`src/rtl/fpm_pkg.sv`:
```
// fpm_pkg: shared types and constants for the single-precision multiplier
// controller.
//   state_t : controller FSM states
//   BIAS    : IEEE-754 single exponent bias
//   QNAN    : canonical quiet NaN returned for invalid operations
//   exp_t   : 10-bit signed exponent, wide enough for expa+expb-BIAS+1
package fpm_pkg;

   typedef enum logic [2:0] {
      S_IDLE,
      S_CHECK,
      S_MUL,
      S_NORM,
      S_DONE
   } state_t;

   localparam int          BIAS = 127;
   localparam logic [31:0] QNAN = 32'h7FC0_0000;

   typedef logic signed [9:0] exp_t;

endpackage

```
`src/rtl/fpm_mul_iter.sv`:
```
// fpm_mul_iter: iterative shift-add 24x24 mantissa multiplier.
//   clk, rst_n : clock, asynchronous active-low reset
//   start      : clear the product and load the multiplier mb
//   step       : retire the next BPC multiplier bits (MSB first)
//   ma, mb     : 24-bit mantissas (hidden 1 included); ma must stay stable
//   prod       : 48-bit product, complete after 24/BPC steps
module fpm_mul_iter
   import fpm_pkg::*;
#(
   parameter int BPC = 1
) (
   input  logic        clk,
   input  logic        rst_n,
   input  logic        start,
   input  logic        step,
   input  logic [23:0] ma,
   input  logic [23:0] mb,
   output logic [47:0] prod
);

   localparam int unsigned NB = BPC;

   logic [47:0]    prod_q, prod_d;
   logic [23:0]    mb_q, mb_d;
   logic [BPC-1:0] chunk;
   logic [47:0]    partial;

   // Multiplier bits are consumed MSB first, so the accumulator is shifted
   // up by BPC before each new partial product is added.
   always_comb begin
      prod_d  = prod_q;
      mb_d    = mb_q;
      chunk   = mb_q[23 -: BPC];
      partial = '0;
      for (int unsigned i = 0; i < NB; i++) begin
         if (chunk[i]) begin
            partial = partial + ({24'd0, ma} << i);
         end
      end
      if (start) begin
         prod_d = '0;
         mb_d   = mb;
      end else if (step) begin
         prod_d = (prod_q << BPC) + partial;
         mb_d   = mb_q << BPC;
      end
   end

   always_ff @(posedge clk or negedge rst_n) begin
      if (!rst_n) begin
         prod_q <= '0;
         mb_q   <= '0;
      end else begin
         prod_q <= prod_d;
         mb_q   <= mb_d;
      end
   end

   assign prod = prod_q;

endmodule

```
`src/rtl/fpm_ctrl.sv`:
```
// fpm_ctrl: IEEE-754 single-precision multiplier sequencer.
//   clk, rst_n           : clock, asynchronous active-low reset
//   in_valid/in_ready    : operand handshake, opa/opb captured on accept
//   out_valid/out_ready  : product handshake, result/flags held until taken
//   nan, inf, zer        : result class flags (at most one set)
//   busy                 : high whenever the FSM is not IDLE
// Parameter BPC: mantissa product bits retired per MUL cycle (1,2,3,4,6,8).
module fpm_ctrl
   import fpm_pkg::*;
#(
   parameter int BPC = 1
) (
   input  logic        clk,
   input  logic        rst_n,
   input  logic        in_valid,
   output logic        in_ready,
   input  logic [31:0] opa,
   input  logic [31:0] opb,
   output logic        out_valid,
   input  logic        out_ready,
   output logic [31:0] result,
   output logic        nan,
   output logic        inf,
   output logic        zer,
   output logic        busy
);

   localparam int unsigned STEPS = 24 / BPC;

   state_t      state_q, state_d;
   logic [31:0] opa_q, opa_d, opb_q, opb_d;
   logic [31:0] result_q, result_d;
   logic        nan_q, nan_d, inf_q, inf_d, zer_q, zer_d;
   logic [4:0]  cnt_q, cnt_d;
   exp_t        e_q, e_d, e_n;
   logic        start, step;
   logic [47:0] prod;
   logic [22:0] frac;
   logic        s, za, zb, ia, ib, na, nb;
   logic        prod_unused;

   always_comb begin
      s  = opa_q[31] ^ opb_q[31];
      za = (opa_q[30:23] == 8'h00);
      zb = (opb_q[30:23] == 8'h00);
      ia = (opa_q[30:23] == 8'hFF) && (opa_q[22:0] == 23'd0);
      ib = (opb_q[30:23] == 8'hFF) && (opb_q[22:0] == 23'd0);
      na = (opa_q[30:23] == 8'hFF) && (opa_q[22:0] != 23'd0);
      nb = (opb_q[30:23] == 8'hFF) && (opb_q[22:0] != 23'd0);
      prod_unused = ^prod[22:0];
   end

   always_comb begin
      state_d  = state_q;
      opa_d    = opa_q;
      opb_d    = opb_q;
      result_d = result_q;
      nan_d    = nan_q;
      inf_d    = inf_q;
      zer_d    = zer_q;
      cnt_d    = cnt_q;
      e_d      = e_q;
      e_n      = e_q;
      frac     = '0;
      start    = 1'b0;
      step     = 1'b0;
      case (state_q)
         S_IDLE: begin
            if (in_valid) begin
               opa_d   = opa;
               opb_d   = opb;
               state_d = S_CHECK;
            end
         end
         S_CHECK: begin
            nan_d = 1'b0;
            inf_d = 1'b0;
            zer_d = 1'b0;
            if (na || nb || (ia && zb) || (ib && za)) begin
               nan_d    = 1'b1;
               result_d = QNAN;
               state_d  = S_DONE;
            end else if (ia || ib) begin
               inf_d    = 1'b1;
               result_d = {s, 8'hFF, 23'h0};
               state_d  = S_DONE;
            end else if (za || zb) begin
               zer_d    = 1'b1;
               result_d = {s, 31'h0};
               state_d  = S_DONE;
            end else begin
               e_d     = exp_t'({2'b00, opa_q[30:23]}) + exp_t'({2'b00, opb_q[30:23]})
                         - exp_t'(BIAS);
               cnt_d   = '0;
               start   = 1'b1;
               state_d = S_MUL;
            end
         end
         S_MUL: begin
            step  = 1'b1;
            cnt_d = cnt_q + 5'd1;
            if (cnt_q == 5'(STEPS - 1)) begin
               state_d = S_NORM;
            end
         end
         S_NORM: begin
            // Product of two [1,2) mantissas lies in [1,4); bit 47 marks [2,4).
            e_n  = e_q + exp_t'({9'd0, prod[47]});
            frac = prod[47] ? prod[46:24] : prod[45:23];
            if (e_n >= exp_t'(255)) begin
               inf_d    = 1'b1;
               result_d = {s, 8'hFF, 23'h0};
            end else if (e_n <= exp_t'(0)) begin
               zer_d    = 1'b1;
               result_d = {s, 31'h0};
            end else begin
               result_d = {s, e_n[7:0], frac};
            end
            state_d = S_DONE;
         end
         S_DONE: begin
            if (out_ready) begin
               state_d = S_IDLE;
            end
         end
         default: state_d = S_IDLE;
      endcase
   end

   always_ff @(posedge clk or negedge rst_n) begin
      if (!rst_n) begin
         state_q  <= S_IDLE;
         opa_q    <= '0;
         opb_q    <= '0;
         result_q <= '0;
         nan_q    <= 1'b0;
         inf_q    <= 1'b0;
         zer_q    <= 1'b0;
         cnt_q    <= '0;
         e_q      <= '0;
      end else begin
         state_q  <= state_d;
         opa_q    <= opa_d;
         opb_q    <= opb_d;
         result_q <= result_d;
         nan_q    <= nan_d;
         inf_q    <= inf_d;
         zer_q    <= zer_d;
         cnt_q    <= cnt_d;
         e_q      <= e_d;
      end
   end

   fpm_mul_iter #(.BPC(BPC)) u_mul (
      .clk   (clk),
      .rst_n (rst_n),
      .start (start),
      .step  (step),
      .ma    ({1'b1, opa_q[22:0]}),
      .mb    ({1'b1, opb_q[22:0]}),
      .prod  (prod)
   );

   assign in_ready  = (state_q == S_IDLE);
   assign out_valid = (state_q == S_DONE);
   assign busy      = (state_q != S_IDLE);
   assign result    = result_q;
   assign nan       = nan_q;
   assign inf       = inf_q;
   assign zer       = zer_q;

endmodule

```
`config.mk`:
```
export PLATFORM = sky130hd
export DESIGN_NAME = fpm_ctrl
export DESIGN_NICKNAME = d
export VERILOG_FILES = /design/src/rtl/fpm_pkg.sv /design/src/rtl/fpm_mul_iter.sv /design/src/rtl/fpm_ctrl.sv
export SDC_FILE = /design/constraint.sdc
export NUM_CORES = 1
export LEC_CHECK = 0
export ABC_AREA = 1
export ABC_CLOCK_PERIOD_IN_PS = 3300
export CAP_MARGIN = 20
export CORE_ASPECT_RATIO = 1.4
export CORE_MARGIN = 5
export CORE_UTILIZATION = 49
export CTS_CLUSTER_DIAMETER = 30
export CTS_CLUSTER_SIZE = 20
export DETAILED_ROUTE_END_ITERATION = 16
export GPL_TIMING_DRIVEN = 0
export MAX_ROUTING_LAYER = met4
export PLACE_DENSITY = 0.67
export SYNTH_ARGS = -nofsm -noshare
export SYNTH_HDL_FRONTEND = slang
export SYNTH_SLANG_ARGS = --single-unit
```
`constraint.sdc`:
```
create_clock -name clk -period 3.3 [get_ports clk]
set_input_delay 0.825 -clock clk [delete_from_list [all_inputs] [get_ports clk]]
set_output_delay 0.825 -clock clk [all_outputs]
set_load 0.01 [all_outputs]
```
Word level (Yosys, flattened, before mapping)
Cells that the tools add are included.
{ "op_classes": {"eq_ne": 17, "bitwise_logic": 4, "reduce_logical": 29, "muxes": 39, "add_sub_neg": 5, "magnitude_cmp": 2} }
{ "op_table": {"columns": ["operator", "count"], "rows": [
  ["$mux W32", 3],
  ["$mux W48", 2],
  ["$mux W24", 3],
  ["$pmux W32 S2", 1],
  ["$mux W31", 2],
  ["$add A48 B48 Y48", 1],
  ["$logic_not A23 Y1", 2],
  ["$reduce_bool A23 Y1", 2],
  ["$mux W23", 1],
  ["$mux W3", 6],
  ["$eq A8 B8 Y1 const B", 2],
  ["$logic_not A8 Y1", 2],
  ["$ne A2 B2 Y1 const B", 8],
  ["$mux W5", 3],
  ["$pmux W3 S5", 1],
  ["$mux W1", 14],
  ["$add A10 B2 Y10", 1],
  ["$ge A10 B9 Y1 const B", 1],
  ["$le A10 B1 Y1 const B", 1],
  ["$pmux W5 S2", 1],
  ["$sub A9 B7 Y10 const B", 1],
  ["$add A8 B8 Y9", 1],
  ["$reduce_and A4 Y1", 2],
  ["$eq A3 B2 Y1 const B", 2],
  ["16 further kinds", 33]
]} }
{ "totals": {"register_bits": 189, "output_inout_bits": 38, "wordCells": 107, "input_bits": 68} }

Depth between registers and ports, before layout
{ "depth": {"word_depth": 8, "ltp_mapped": 16, "mapped_depth_nobuf": 16} }

Modules after synthesis
From an unflattened synthesis, not the netlist that was laid out.
{ "unflattened": {"hier_cells": 1525, "hier_area_um2": 11632.4} }
{ "modules_own_cells": {"columns": ["mod", "seq_area_each_um2", "n_inst", "area_per_inst_um2", "cells_each"], "rows": [
  ["fpm_ctrl", 2927.8, 1, 5921.9, 620],
  ["fpm_mul_iter", 1801.7, 1, 5710.5, 905]
]} }

Worst setup path before layout
No wires, ideal clock.
{ "synth_path": {"path_kind": "flip-flop to flip-flop", "from": "register u_mul.mb_q[23]", "to": "register u_mul.prod_q[36] (netlist: u_mul.prod[36])", "stages_incl_launch_ff": 14, "slack_ns": 1.121, "setup_ns": 0.118, "n_path_buf": 1, "arrival_ns": 2.061, "synth_period_minus_slack_ns": 2.179, "required_time_ns": 3.182, "cell_sequence": "dfrtp_1 -> clkbuf_1 -> nand2_1 -> inv_1 -> ha_1 -> nand2_1 -> nor2_1 -> nand2_1 -> nor4_1 -> nand2_1 -> nand2_1 -> nand3_1 -> nand3_1 -> nand2_1"} }
{ "synth_between": {"elab_chain_cells": 4} }
{ "synth_rtl": {"columns": ["item", "line_no", "rtl"], "rows": [
  ["start, declared", "fpm_mul_iter.sv:24", "logic [23:0] mb_q, mb_d;"],
  ["start signal, assigned", "fpm_mul_iter.sv:55", "mb_q <= mb_d;"],
  ["$mux W24", "fpm_mul_iter.sv:36", "if (chunk[i]) begin"],
  ["$add A48 B48 Y48", "fpm_mul_iter.sv:44", "prod_d = (prod_q << BPC) + partial;"],
  ["$mux W48", "fpm_mul_iter.sv:43", "end else if (step) begin"],
  ["$mux W48", "fpm_mul_iter.sv:40", "if (start) begin"],
  ["end signal, assigned", "fpm_mul_iter.sv:54", "prod_q <= prod_d;"],
  ["end, declared", "fpm_mul_iter.sv:23", "logic [47:0] prod_q, prod_d;"]
]} }
Every way passes these cells. The select of a mux whose other input is x is not followed.
A chain may end at the register's enable or synchronous reset.

Worst setup path in the final report
{ "layout_path": {"from": "register u_mul.mb_q[23]", "to": "register u_mul.prod_q[39] (netlist: u_mul.prod[39])"} }
The elaborated chain is that of the path after synthesis.

==> impl_metrics.ini <==
[placement]
detailedPlace.worstSlack_ps = 426.8
buffer_ports.inserted = 105
routabilityCongestion = 1.011
detailedPlacementHpwl_mm = 24.67

[sta]
finClkSkew_ps = 12.44
final-max-slew-violation-count = 0
setup_viol = 0
timing.slew.headroom_pct = 48.51
finalHoldViolCount = 0
grt_setup_unrepaired = false
layout_min_cycle_time_ps = 2935
max_clock_freq_ghz = 0.3407
timing.final.crit_share_pct = 88.93
worst_slack_ps = 365.2
worstMarginPinSlew_ps = 772.4

[power]
total_switching_power_mw = 4.974
swShare_pct = 43.83
internal_pwr_total_mw = 6.375
ir_drop_mv = 0.4650
seqPwrFrac_pct = 33.9
power_density_nw_per_um2 = 851.1
finalPower_mw = 11.35
clockPowerShare_pct = 17.6
comb_power_share_pct = 48.4
p_leak_nw = 6.594

[cts]
ctsRootBufferMaster = sky130_fd_sc_hd__clkbuf_16
clkSlewWorstSetupHoldPaths_ps = 70
post_cts_resized = 0
clk-insertion-delay-late_ps = 440
clock-sinks = 189
clk_path_buf_depth = 2
cts_tree = done
cts_setup_buffers = 0
cts_buffers = 17
cts_hold_buffers = 0
htree_levels = 4

[synthesis]
netlist_instances = 1483
post-synth-top-area-cell = sky130_fd_sc_hd__dfrtp_1
synthTopCellsByArea = sky130_fd_sc_hd__dfrtp_1 42%, sky130_fd_sc_hd__nand2_1 16%, sky130_fd_sc_hd__nand3_1 7.4%
synth-edff-count = 0
synth_area_um2 = 11320
synth.distinct_cells = 44
yosysSeqAreaShare_pct = 41.79
ys_warn_count = 0
post_synth_arst_share_pct = 100.0
synth.ff_latch_count = 189
ys.flop_type = sky130_fd_sc_hd__dfrtp_1
netlist.area_leader.share_pct = 41.79
mappedNetlistNets = 1594
syn-mean-instance-area_um2 = 7.631

[detailed_routing]
avgViaCountPerCell = 5.291
average_routed_wire_per_standard_cell_um = 16.29
met1Wirelength_mm = 13.17
vias = 10169
dr_wl_met3_mm = 1.013
top_layer_used = met4
post-route-drc-count = 0
final_antenna_net_count = 0
detail_route.iter0.violations = 542
met2_length_mm = 15.79
drtPass1Iterations = 6
route.final.wire_length_mm = 31.32

[die]
fp.dieArea_um2 = 26280
rows = 65
initial_core_util_pct = 49.88
io_pins = 106
design.core.area_um2 = 22690
fp.dieW_um = 138.4
die_height_um = 189.8

[cells_and_area]
finish.utilization_pct = 58.77
nFillCells = 2188
ff_latch_area_um2 = 4730
nNetsFinal = 1719
area_delta_synth_final_pct = 17.83
multiInputGateArea_um2 = 5782
n_antenna_cell = 0
layout-drive-gt1-share_pct = 10.36

[setup_path]
reg2reg_setup_slack_ps = 370
cp-start-kind = flip-flop
setup.worst_path.class = flip-flop to flip-flop
critical_path.max_fanout = 10
worst_setup_path_end_kind = flip-flop
data_required_time_of_the_critical_path_ps = 3630
cp_data_arrival_time_ps = 3270

[hold_path]
hold_path_class = input port to async pin

[global_route]
grt.overflow.total = 0
grt_start_max_net_pins = 102
antenna_violations_before_repair = 0
global_route.usage.total_pct = 25.10
grt_pass1_vias = 10039
grt_first_pass_wirelength_mm = 51.47

[job]
max_cap_viol_count = 0

[outcome]
status = complete, no violations
cells in the mapped netlist, types with 2 or more instances:
master	instances
sky130_fd_sc_hd__xor2_1	4
sky130_fd_sc_hd__o21ai_1	11
sky130_fd_sc_hd__buf_4	3
sky130_fd_sc_hd__ha_1	41
sky130_fd_sc_hd__o211ai_2	20
sky130_fd_sc_hd__fa_1	2
sky130_fd_sc_hd__nor2_2	7
sky130_fd_sc_hd__clkbuf_1	17
sky130_fd_sc_hd__nand2_1	488
sky130_fd_sc_hd__nand2_4	2
sky130_fd_sc_hd__dfrtp_1	189
sky130_fd_sc_hd__o211ai_1	2
sky130_fd_sc_hd__nor2_1	110
sky130_fd_sc_hd__inv_1	142
sky130_fd_sc_hd__mux2_2	51
sky130_fd_sc_hd__nand3_1	168
sky130_fd_sc_hd__nor2_4	3
sky130_fd_sc_hd__xnor2_1	5
sky130_fd_sc_hd__inv_2	8
sky130_fd_sc_hd__nand2_2	8
sky130_fd_sc_hd__nand3b_1	8
sky130_fd_sc_hd__buf_12	2
sky130_fd_sc_hd__o21bai_2	2
sky130_fd_sc_hd__a21oi_1	60
sky130_fd_sc_hd__nand3_2	2
sky130_fd_sc_hd__nand4_1	19
sky130_fd_sc_hd__o21ai_0	55
sky130_fd_sc_hd__nor4_1	2
sky130_fd_sc_hd__buf_2	20
sky130_fd_sc_hd__or2_2	4
sky130_fd_sc_hd__nor3_1	15
state kept, by name, indices dropped and copies added, names as in the netlist:
register	count
e_q	10
zer	1
state_q	3
result	32
opa_q	32
inf	1
opb_q	32
nan	1
u_mul.prod	48
cnt_q	5
u_mul.mb_q	24
path summary, 6_finish.rpt:
check / endpoint / start / cells past startpoint
setup / recovery: u_mul.prod[39] / u_mul.mb_q[23] / 14
hold / removal: result[17] / rst_n / 1
setup reg to reg: u_mul.prod[39] / u_mul.mb_q[23] / 14
hold reg to reg: u_mul.mb_q[0] / u_mul.mb_q[0] / 2
max in group asynchronous: u_mul.mb_q[7] / rst_n / 2
min in group clk: u_mul.mb_q[0] / u_mul.mb_q[0] / 2
critical path, cell delays in order (launching register included):
cell and delay [ps]:
sky130_fd_sc_hd__dfrtp_1 550, sky130_fd_sc_hd__clkbuf_1 360, sky130_fd_sc_hd__nand2_1 100, sky130_fd_sc_hd__inv_1 110, sky130_fd_sc_hd__ha_1 290, sky130_fd_sc_hd__a21oi_1 250
sky130_fd_sc_hd__o21ai_0 170, sky130_fd_sc_hd__a21oi_1 160, sky130_fd_sc_hd__nand2_1 210, sky130_fd_sc_hd__nand2_1 150, sky130_fd_sc_hd__nand2_1 180, sky130_fd_sc_hd__nand2_1 110
sky130_fd_sc_hd__nand2_1 50, sky130_fd_sc_hd__nand3_1 80, sky130_fd_sc_hd__nand2_1 60
cells by family after synthesis:
family / synth area share [%]
DFF: 41.79
AOI/OAI and AO/OA: 8.402
muxes: 5.075
and+or+nand+nor: 32.03
adders and majority gates: 4.887
xor gates and xnor gates: 0.6965
buffers and inverters: 7.120
through the flow:
stage                     instances  setup TNS (ps)  hold WS (ps)  cell area (um^2)
after global placement         1889        -1263730         458.0             12740
after detailed placement       1890               0         459.2             12780
after floorplan                1483               0         442.2             11320
after CTS                      1922               0         411.5             13340
after global routing           1922               0         445.7             13340
final                          1922               0         393.2             13340
final cells by class:
cell class	instances	area share (%)
Multi-Input combinational cell	1099	43.36
Inverter	152	4.316
Buffer	43	1.726
Timing Repair Buffer	106	8.125
Sequential cell	189	35.47
Clock buffer	21	3.378
Clock inverter	11	0.8069
Tap cell	301	2.824
layout by cell type, fill, tap and decap left out, drive strengths merged, types with 4 or more instances in the layout:
| cell | n |
|---|---|
| a21oi | 60 |
| buf | 28 |
| clkbuf | 38 |
| clkdlybuf4s50 | 104 |
| clkinv | 8 |
| dfrtp | 189 |
| ha | 41 |
| inv | 154 |
| mux2 | 51 |
| nand2 | 498 |
| nand3 | 171 |
| nand3b | 8 |
| nand4 | 20 |
| nor2 | 121 |
| nor3 | 15 |
| o211ai | 22 |
| o21ai | 67 |
| or2 | 5 |
| xnor2 | 5 |
| xor2 | 4 |
power groups by stage:
| stage | sequential, mW | combinational [mW] | clock, mW |
|---|---|---|---|
| 2_1_floorplan | 3.71 | 3.88 | 0 |
| 3_3_place_gp | 3.87 | 5.41 | 0 |
| 3_5_place_dp | 3.88 | 5.50 | 0 |
| 4_1_cts | 3.85 | 5.53 | 2.05 |
| 5_1_grt | 3.97 | 6.21 | 2.14 |
| 6_report | 3.85 | 5.50 | 2.00 |
layer usage:
layer | track usage (%) | up-vias
met5 | - | -
met4 | 11.33 | 0
met3 | 2.866 | 62
met2 | 43.10 | 227
met1 | 29.77 | 4797
li1 | - | 5083
Power figures use the tool's default switching activity.
